$ cat config.mk
export PLATFORM = sky130hd
export DESIGN_NAME = pwm_channel_bank
export DESIGN_NICKNAME = d
export VERILOG_FILES = /design/src/rtl/pwm_channel_bank_pkg.sv /design/src/rtl/pwm_channel_bank_channel.sv /design/src/rtl/pwm_channel_bank.sv
export SDC_FILE = /design/constraint.sdc
export NUM_CORES = 2
export LEC_CHECK = 0
export ABC_AREA = 1
export ABC_CLOCK_PERIOD_IN_PS = 6200
export CORE_ASPECT_RATIO = 0.8
export CORE_MARGIN = 4
export CORE_UTILIZATION = 50
export DETAILED_ROUTE_END_ITERATION = 8
export DONT_BUFFER_PORTS = 1
export PLACE_DENSITY = 0.68
export SYNTH_ARGS = -nofsm -noshare
export SYNTH_HDL_FRONTEND = slang
export SYNTH_SLANG_ARGS = --single-unit
$ cat constraint.sdc
create_clock -name i_clk -period 6.2 [get_ports i_clk]
set_input_delay 1.55 -clock i_clk [delete_from_list [all_inputs] [get_ports i_clk]]
set_output_delay 1.55 -clock i_clk [all_outputs]
set_load 0.01 [all_outputs]
$ cat src/rtl/pwm_channel_bank_pkg.sv
// pwm_channel_bank_pkg: shared sizes and per-channel select codes for the PWM channel bank
//   NCH   number of channels covered by the select-code table
//   DW    width of period/duty registers and write data
//   SW    width of the decoder select code
//   E_/T_/D_CODE  enable / period-shadow / duty-shadow write codes, indexed by channel
package pwm_channel_bank_pkg;
  localparam int NCH = 8;
  localparam int DW = 16;
  localparam int SW = 7;
  localparam logic [NCH-1:0][SW-1:0] E_CODE = {7'h28, 7'h0D, 7'h15, 7'h06, 7'h0A, 7'h1C, 7'h08, 7'h01};
  localparam logic [NCH-1:0][SW-1:0] T_CODE = {7'h22, 7'h26, 7'h1B, 7'h0C, 7'h1F, 7'h18, 7'h10, 7'h02};
  localparam logic [NCH-1:0][SW-1:0] D_CODE = {7'h24, 7'h25, 7'h05, 7'h1A, 7'h0F, 7'h0E, 7'h1E, 7'h04};
endpackage

$ cat src/rtl/pwm_channel_bank_channel.sv
// pwm_channel_bank_channel: one PWM generator with active period/duty reloaded from shadows at wrap
//   i_clk, i_rst_n        clock, synchronous active-low reset
//   i_en                  channel enable
//   i_tsh, i_dsh          shadow period / duty
//   i_tick                shared prescaler tick
//   o_pwm                 registered PWM output
//   o_period_end          registered pulse in the cycle the counter restarts at 0
module pwm_channel_bank_channel #(
  parameter int DW = 16
) (
  input  logic          i_clk,
  input  logic          i_rst_n,
  input  logic          i_en,
  input  logic [DW-1:0] i_tsh,
  input  logic [DW-1:0] i_dsh,
  input  logic          i_tick,
  output logic          o_pwm,
  output logic          o_period_end
);
  logic [DW-1:0] r_cnt;
  logic [DW-1:0] r_tact;
  logic [DW-1:0] r_dact;
  logic          r_pwm;
  logic          r_pe;
  logic          w_tz;
  logic          w_wrap;
  assign w_tz = r_tact == '0;
  // a zero period wraps every tick so a new shadow period can still be picked up
  assign w_wrap = w_tz || r_cnt == r_tact - 1'b1;
  always_ff @(posedge i_clk) begin
    if (!i_rst_n) begin
      r_cnt  <= '0;
      r_tact <= '0;
      r_dact <= '0;
      r_pwm  <= 1'b0;
      r_pe   <= 1'b0;
    end else if (!i_en) begin
      r_cnt  <= '0;
      r_tact <= i_tsh;
      r_dact <= i_dsh;
      r_pwm  <= 1'b0;
      r_pe   <= 1'b0;
    end else begin
      r_pwm <= !w_tz && r_cnt < r_dact;
      r_pe  <= i_tick && w_wrap && !w_tz;
      if (i_tick) begin
        r_cnt  <= w_wrap ? '0 : r_cnt + 1'b1;
        r_tact <= w_wrap ? i_tsh : r_tact;
        r_dact <= w_wrap ? i_dsh : r_dact;
      end
    end
  end
  assign o_pwm = r_pwm;
  assign o_period_end = r_pe;
endmodule

$ cat src/rtl/pwm_channel_bank.sv
// pwm_channel_bank: select-code decode, enable/shadow registers, shared prescaler and NCH PWM channels
//   i_clk, i_rst_n   clock, synchronous active-low reset
//   i_s              decoder select code, 0 = no write
//   i_d_in           write data
//   o_pwm_out        registered PWM outputs, one per channel
//   o_period_end     one-cycle pulse per channel when its counter wraps
module pwm_channel_bank #(
  parameter int DW = pwm_channel_bank_pkg::DW,
  parameter int PRESC = 1
) (
  input  logic                                  i_clk,
  input  logic                                  i_rst_n,
  input  logic [pwm_channel_bank_pkg::SW-1:0]   i_s,
  input  logic [DW-1:0]                         i_d_in,
  output logic [pwm_channel_bank_pkg::NCH-1:0]  o_pwm_out,
  output logic [pwm_channel_bank_pkg::NCH-1:0]  o_period_end
);
  import pwm_channel_bank_pkg::*;
  localparam int PW = PRESC > 1 ? $clog2(PRESC) : 1;
  localparam logic [PW-1:0] PMAX = PW'(PRESC - 1);
  logic [NCH-1:0]         r_en;
  logic [NCH-1:0][DW-1:0] r_tsh;
  logic [NCH-1:0][DW-1:0] r_dsh;
  logic [PW-1:0]          r_psc;
  logic                   w_tick;
  assign w_tick = r_psc == PMAX;
  // no code in the table is zero, so s == 0 never matches and unlisted codes fall through
  always_ff @(posedge i_clk) begin
    if (!i_rst_n) begin
      r_en  <= '0;
      r_tsh <= '0;
      r_dsh <= '0;
      r_psc <= '0;
    end else begin
      r_psc <= w_tick ? '0 : r_psc + 1'b1;
      for (int c = 0; c < NCH; c++) begin
        if (i_s == E_CODE[c]) r_en[c] <= i_d_in[0];
        if (i_s == T_CODE[c]) r_tsh[c] <= i_d_in;
        if (i_s == D_CODE[c]) r_dsh[c] <= i_d_in;
      end
    end
  end
  for (genvar c = 0; c < NCH; c++) begin : g_ch
    pwm_channel_bank_channel #(.DW(DW)) u_ch (
      .i_clk       (i_clk),
      .i_rst_n     (i_rst_n),
      .i_en        (r_en[c]),
      .i_tsh       (r_tsh[c]),
      .i_dsh       (r_dsh[c]),
      .i_tick      (w_tick),
      .o_pwm       (o_pwm_out[c]),
      .o_period_end(o_period_end[c])
    );
  end
endmodule
==> metrics <==
outcome finished with violations; failing checks slew limit; DR iter-0 viols between 3000 and 4000; Synth top area share approximately 37%; startpoint types primary input; Reg2Reg Launch Point g_ch[1].u_ch.r_tact[0]; Die Span Y approximately 250 microns; RSZ-0062 raised after global routing false; Yosys reg bits 665; Initial DRT Pass Iterations 6; Slew HR -3.03%; cell count after synthesis ~5200; CP Data Required Time around 6.7 ns; reg-to-reg slack, setup 3.11 ns; Top Family by Delay on Critical Path simple AND/OR/NAND/NOR gates; fraction of layout instances using a drive strength above 1 roughly 4%; register area between 10000 and 15000 sq um; net count after synthesis 5388; Crit Path Class primary input to flip-flop; synth warn 0; Final min period between 3 and 4 ns; Max Slew Vio Count around 150; placer congestion estimate between 0.9 and 1; setup violators final 0; worst skew pair latency 0.63 ns; most used cell, CP inv_1; vias per std cell between 5 and 6; initial antenna violation count 3; DRT antenna net count 0; most frequent cells after synthesis nand2_1 (922), nor2_1 (731), inv_1 (691); mean post-synth cell area 6.81 sq um; H-tree levels 3; Setup WS post-layout 2.98 ns; Netlist Area Pre-Place 35600 sq um; # Post-CTS Setup Buffers 0; most frequent cell after synthesis nand2_1; Endpoint, Worst Hold r_tsh[82]; clock sinks about 670; setup TNS 0 ns; site row count 87; Power Total 9.43 mW; clk slew on worst S/H paths around 0.060 ns; PostCTS Resize Cnt 0; hold depth 2; Place WS roughly 2.4 ns; Port Buffers 0; Reg2Reg Depth 16; num ports 41; Vias roughly 32000; root buf cell clkbuf_16; TritonCTS clock tree yes; Post-synth EDFFs 0; crit path cell chain nor3_1 -> inv_1 -> nor2_1 -> inv_1 -> o21ai_0 -> a21oi_1; Final Cycle Share between 50% and 60%; Synth area leaders dfxtp_1 (37%), nand2_1 (9.7%), a21oi_1 (8.2%); Slew @ Worst Pin about 1.5 ns; CP bufs+invs 2; HP Start r_tsh[82]; Layout Utilization approximately 54%; worst r2r dst g_ch[1].u_ch.r_tact[9]; crit path max fanout 32; first-pass GRT wire length between 100000 and 150000 microns; Clock Path Buffers 3; detailed placement HPWL about 62000 microns; Avg WL per Cell 15.2 microns; max_cap viols 0; Crit. End Element flip-flop; ant diodes 0; largest net degree at the start of global routing 525; CP max-delay cell nor3_1; P_leak between 15 and 20 nW; Starting Density between 50% and 60%; Main synth FF type dfxtp_1; vias in the first global route approximately 27000; final hold violation count 0; worst hold path type flip-flop to flip-flop; asr flop ratio synth 0%; Fillers 6894; GRT Total Usage between 20% and 30%; DIE WIDTH ~310 microns; drt total wl just over 90000 microns; CTS Hold Buffers Added 0; core area 70500 sq um; die area 75600 sq um; number of CTS-inserted buffers 73; number of nets in the layout ~5200; largest area contributor in the netlist dfxtp_1; critical path's largest stage delay slightly below 0.9 ns; maximum VDD drop 204 uV; Overflow after GRT 0; Arrival @ worst endpoint about 3.7 ns; highest clock rate between 300 and 400 MHz; pwr dens approximately 250 nW/um^2; synth unique cells 50; clock skew between 0.02 and 0.03 ns; DRC Markers 0; register area share after synthesis a little under two fifths; Multi-input gate area between 15000 and 20000 sq um; area grow syn2layout 7.23%
## cells in the final DEF, fill, tap and decap left out, types with 3 or more instances in the layout
cell type     n
a211oi_1      3
a21boi_0      7
a21oi_1     581
a31o_2        4
and2_1        4
buf_4         7
bufinv_16    13
clkbuf_1      9
clkbuf_16    75
clkbuf_8     17
clkinv_2      8
clkinvlp_4    3
dfxtp_1     664
ha_1        136
inv_1       691
inv_2         8
inv_6         3
nand2_1     915
nand2_2      13
nand2b_1      3
nand3_1     435
nand3_2       7
nand3_4       5
nand3b_1     42
nand4_1      69
nor2_1      731
nor2_2       19
nor2_4        8
nor3_1       59
nor4_1        9
o211ai_1     15
o21ai_0     304
o21ai_1       3
o21bai_1      3
o22ai_1       3
o31ai_1       7
or2_2         7
xnor2_1      70
xor2_1      127
## how the worst max path moves through the flow
stage,startpoint,endpoint,slack [ns],cells past startpoint
final,i_s[5],r_tsh[55],2.98,6
after global routing,i_s[4],r_tsh[57],2.75,7
after CTS,i_s[5],r_tsh[48],3.10,6
after detailed placement,i_s[5],r_tsh[48],2.44,6
after global placement,i_s[5],r_tsh[63],2.46,6
after floorplan,i_s[4],r_dsh[11],3.33,7
## registers in the layout, summed over array words and instances, names as in the netlist
| register | count |
|---|---|
| g_ch.u_ch.r_cnt | 128 |
| g_ch.u_ch.r_dact | 128 |
| g_ch.u_ch.r_tact | 128 |
| r_dsh | 128 |
| r_tsh | 128 |
| g_ch.u_ch.o_period_end | 8 |
| g_ch.u_ch.o_pwm | 8 |
| r_en | 8 |
| r_psc | 1 |
## worst min-delay path: cells and delay by family (launching register included)
family,cells,cell delay (ns)
buf+inv,1,0.06
compound gates,1,0.05
flops,1,0.30
## layer usage
| metal | share of wire, % | vias to the layer above | GRT usage (%) |
|---|---|---|---|
| li1 | - | 16400 | - |
| met1 | 52 | 14300 | 37.5 |
| met2 | 40 | 789 | 33.4 |
| met3 | 7.0 | 109 | 3.92 |
| met4 | 1.5 | 0 | 4.51 |
| met5 | 0 | - | 0 |
## power by group
group | switching (mW) | internal, mW
clock | 1.86 | 2.97
sequential | 0.0152 | 4.30
combinational | 0.188 | 0.0976
## logic make-up (layout without fill, tap and decap cells)
group / Yosys count / count (layout) / synth area share (%)
AO/OA/AOI/OAI: 933 / 933 / 13.4
buffers and inverters: 956 / 838 / 11.2
AND/OR/NAND/NOR: 2337 / 2337 / 28.3
flip-flops: 665 / 665 / 37.4
adder cells (fa/ha/maj): 136 / 136 / 4.78
XOR/XNOR: 199 / 199 / 4.97
other: 1 / 1 / 0.0105
## cell type report
type,instances,share of cell area [%]
tap,934,3.06
clock inverter,30,1.40
multi-input combinational,3606,48.0
inverter,700,6.88
timing repair buffer,7,0.138
clock buffer,101,5.62
sequential,665,34.9
## metrics by stage
step	instances	hold slack, ns	instance area (sq um)
floorplan	5227	0.430	35600
global placement	5912	0.437	35500
detailed placement	5912	0.441	35500
CTS	6043	0.451	38200
global route	6043	0.467	38200
finish	6043	0.452	38200
No activity file was read; power rests on OpenSTA's default activity.
